[config.mk]
export PLATFORM = sky130hd
export DESIGN_NAME = fifo_wr_arbiter
export DESIGN_NICKNAME = d
export VERILOG_FILES = /design/src/rtl/fifo_wr_arbiter.sv
export SDC_FILE = /design/constraint.sdc
export NUM_CORES = 1
export LEC_CHECK = 0
export BUFFER_PORTS_ARGS = -buffer_cell sky130_fd_sc_hd__clkbuf_2
export CELL_PAD_IN_SITES_DETAIL_PLACEMENT = 0
export CELL_PAD_IN_SITES_GLOBAL_PLACEMENT = 1
export CORE_UTILIZATION = 33
export DETAILED_ROUTE_END_ITERATION = 10
export PLACE_DENSITY_LB_ADDON = 0.1
export SLEW_MARGIN = 20
export SYNTH_ARGS = -nofsm -noshare
export SYNTH_HDL_FRONTEND = slang
export SYNTH_SLANG_ARGS = --single-unit
[constraint.sdc]
create_clock -name clk -period 3.65 [get_ports clk]
set_clock_uncertainty 0.15 [all_clocks]
set_input_delay 0.365 -clock clk [delete_from_list [all_inputs] [get_ports clk]]
set_output_delay 0.365 -clock clk [all_outputs]
set_load 0.02 [all_outputs]
[src/rtl/fifo_wr_arbiter.sv]
// Round-robin arbiter sharing one FIFO write port among NREQ requesters.
// A grant lasts one burst: until the requester's last word or MAX_BURST words, whichever is first.
module fifo_wr_arbiter #(
  parameter int NREQ      = 4,
  parameter int WIDTH     = 8,
  parameter int MAX_BURST = 20
) (
  input  logic                    clk,
  input  logic                    rst,
  input  logic [NREQ-1:0]         req_valid,
  input  logic [NREQ*WIDTH-1:0]   req_data,
  input  logic [NREQ-1:0]         req_last,
  output logic [NREQ-1:0]         req_ready,
  input  logic                    fifo_full,
  output logic [WIDTH-1:0]        fifo_din,
  output logic                    fifo_wr_en,
  output logic [NREQ-1:0]         grant,
  output logic                    busy,
  output logic [7:0]              burst_cnt
);

  localparam int PW = (NREQ > 1) ? $clog2(NREQ) : 1;

  // Handshake: a word of requester k moves into the FIFO in exactly the
  // cycle where req_valid[k] & req_ready[k]; that same cycle fifo_wr_en=1.
  // busy is the FSM state bit (1 = BURST) and serves as its debug view.
  typedef enum logic {IDLE = 1'b0, BURST = 1'b1} state_t;

  state_t          state;
  logic [PW-1:0]   rr_ptr;
  logic [PW-1:0]   gidx;
  logic [PW-1:0]   pick_idx;
  logic            pick_found;
  logic [PW:0]     cand;
  logic [WIDTH-1:0] lane;
  logic            sel_valid;
  logic            sel_last;
  logic            accept;
  logic            burst_end;

  // First valid requester at or above rr_ptr, wrapping modulo NREQ.
  always_comb begin
    pick_found = 1'b0;
    pick_idx   = rr_ptr;
    cand       = '0;
    for (int i = 0; i < NREQ; i++) begin
      cand = {1'b0, rr_ptr} + (PW+1)'(i);
      if (cand >= (PW+1)'(NREQ)) cand = cand - (PW+1)'(NREQ);
      if (!pick_found && req_valid[cand[PW-1:0]]) begin
        pick_found = 1'b1;
        pick_idx   = cand[PW-1:0];
      end
    end
  end

  // The one-hot grant steers the lane mux; with grant=0 everything reads 0.
  always_comb begin
    lane      = '0;
    sel_valid = 1'b0;
    sel_last  = 1'b0;
    for (int k = 0; k < NREQ; k++) begin
      if (grant[k]) begin
        lane      = req_data[k*WIDTH +: WIDTH];
        sel_valid = req_valid[k];
        sel_last  = req_last[k];
      end
    end
  end

  assign busy       = (state == BURST);
  assign accept     = busy & sel_valid & ~fifo_full;
  assign burst_end  = accept & (sel_last | (burst_cnt == 8'(MAX_BURST - 1)));
  assign req_ready  = (busy && !fifo_full) ? grant : '0;
  assign fifo_wr_en = accept;
  assign fifo_din   = busy ? lane : '0;

  always_ff @(posedge clk or negedge rst) begin
    if (!rst) begin
      state     <= IDLE;
      rr_ptr    <= '0;
      gidx      <= '0;
      grant     <= '0;
      burst_cnt <= '0;
    end else begin
      case (state)
        IDLE: begin
          if (pick_found) begin
            state     <= BURST;
            gidx      <= pick_idx;
            grant     <= NREQ'(1) << pick_idx;
            burst_cnt <= '0;
          end
        end
        BURST: begin
          if (burst_end) begin
            state     <= IDLE;
            grant     <= '0;
            burst_cnt <= '0;
            rr_ptr    <= (gidx == PW'(NREQ - 1)) ? '0 : gidx + 1'b1;
          end else if (accept) begin
            burst_cnt <= burst_cnt + 8'd1;
          end
        end
        default: state <= IDLE;
      endcase
    end
  end

endmodule

==> metrics.cfg <==
[timing]
setup_viol = 0
slew_violations = 0
period_needed_ps = 2540
fin_crit_sh_pct = 69.5
slew_headroom_pct = 50.2
worst_pin_slew_ps = 747
fin_tns_setup_ps = 0
finalHoldViolCount = 0
hold-worst-slack_ps = 340
rsz0062_at_grt = no
max_freq_mhz = 394

[finish]
final_nets = 281
final_cells = 283
fin_area_um2 = 1720
area_growth_pct = 31.6
antenna_cells = 0
drive_gt1_share_pct = 34.5

[worst_setup_path]
crit_chain = nor2b_1, a221oi_1, nor3_1, a21oi_1, nor2_1, clkbuf_2
worstSetupPathType = flop to primary output
critPathArrivalTime_ps = 2020
cp_top_family = simple AND/OR/NAND/NOR gates
cp_max_fo = 16
critPathBufInv = 1
end_kind = primary output
cp.required_ps = 3130
slowest_delay_ps = 560
critPathSlowestCell = dfrtp_1
r2r_slack_ps = 1390
critPathLaunchType = flop

[drt]
drc_errors = 0
ant_nets = 0
wl_per_cell_um = 14.4
drt_first_pass_iters = 4
avgViaCountPerCell = 5.59
drt_iter0_drc = 43
vias = 1581
drt_wl_total_mm = 4.08

[logic_synthesis]
postSynthRegisterBits = 17
yosysTopAreaCell = dfrtp_1
synth_warnings = 0
synth.most_common_cell = nand2_1
synth.avg_cell_area_um2 = 7.70
ys_top_cells_by_count = nand2_1, nor2_1, dfrtp_1, nor3_1, a21oi_1
synthTopCellsByArea = dfrtp_1, nand2_1, nor2_1
synth.top_cell.area_share_pct = 32.5
synth.yosys.seq_area_share_pct = 32.5
ys_types = 42
syn-num-nets = 215
synth_edf_count = 0
ys.flop_type = dfrtp_1
synth-async-reset-ratio_pct = 100
syn_area_um2 = 1310
syn_inst = 170

[cts]
ctsResizeCount = 0
cts_setup_buffers = 0
clock_latency_ps = 260
cts.sinks = 17
clock_path_buffers = 2
h-tree-depth = 1
cts_buffers = 3
clockRootBuffer = clkbuf_8
clk_pin_slew_ps = 70
holdBufCountCts = 1
cts_tree = done

[run]
maxCapViolations = 0

[floorplanning]
design.die.area_um2 = 4220
num_rows = 22
die_h_um = 65.0
coreArea_um2 = 3740
io_pins = 69
start_util_pct = 35.0
die_w_um = 65.0

[power]
total_power_uw = 1260
max-vdd-ir-drop_v = 0.000323
pwr_density_cell_nw_per_um2 = 730
p_leak_uw = 0.000839

[grt]
grt_pass1_wl_mm = 6.57
grtUsageTotal_pct = 20.2
grt-ovfl-total = 0
first_global_vias = 1456
grt_max_degree = 26
antenna_found_initial = 0

[placed_design]
place_area_um2 = 1670
hpwlAfterDp_mm = 3.10
portBuffers = 68
gp_congestion = 0.782
dpl.cell_count = 278

[hold_path]
worstHoldPathType = flop to flop

[run_status]
status = complete, no violations

-- layout by cell type, fill, tap and decap left out, types with 3 or more instances in the layout --
master	instances
a21oi_1	11
a221oi_1	8
and2_1	3
clkbuf_2	68
clkbuf_8	3
dfrtp_1	17
inv_1	4
nand2_1	22
nand3_1	10
nand4_1	4
nor2_1	21
nor2b_1	5
nor3_1	13
o211ai_1	3
o21ai_0	8
-- worst reg2reg max path: stages, from the launching register on --
cell and delay, ps:
dfrtp_1 830, a211oi_1 140, a211oi_2 400, o211ai_1 250, a32oi_1 260, o22ai_1 100
-- logic make-up (layout without fill, tap and decap cells) --
logic type                 count (synthesis)  after routing  synth area share [%]
buffers and inverters                     14             79                  4.97
adders and majority gates                  2              2                  1.91
AOI/OAI and AO/OA                         47             47                  27.2
DFF                                       17             17                  32.5
and+or+nand+nor                           90             90                  33.5
-- layer usage --
metal	GRT usage, %	routed length, µm	vias up
met5	0	0	-
met4	8.33	59	0
met3	2.82	261	5
met2	35.8	1990	59
met1	24.0	1760	755
li1	-	-	762
-- sequential cells by signal (all words and copies together) (netlist names) --
| register | cells |
|---|---|
| burst_cnt | 8 |
| gidx | 2 |
| busy | 1 |
| grant | 4 |
| rr_ptr | 2 |
-- layout make-up --
type | instances | area, µm²
timing repair buffer | 69 | 350
clock buffer | 3 | 41.3
fill | 395 | 2020
tap | 48 | 60.1
clock inverter | 1 | 5.00
multi-input combinational | 139 | 818
sequential | 17 | 425
inverter | 6 | 22.5
-- report_power, final --
part	internal, µW	switching, µW	leakage (µW)
Combinational	280	471	0.000603
Clock	75.9	67.2	0.0000255
Sequential	249	116	0.000211
-- path summary, 6_finish.rpt --
| path | startpoint | endpoint | depth (start not counted) |
|---|---|---|---|
| max in group asynchronous | rst | busy | 2 |
| max | grant[1] | fifo_din[4] | 6 |
| max reg2reg | grant[3] | burst_cnt[5] | 5 |
| min in group asynchronous | rst | gidx[1] | 2 |
| min reg2reg | gidx[1] | gidx[1] | 2 |
| min | gidx[1] | gidx[1] | 2 |
-- stage by stage --
stage | util [%] | setup WS, ps
floorplan | - | 1610
global placement | 44.5 | 1360
detailed placement | 44.5 | 1370
CTS | 46.0 | 1080
global route | 46.0 | 872
finish | 46.0 | 1110
Power figures use the tool's default switching activity.
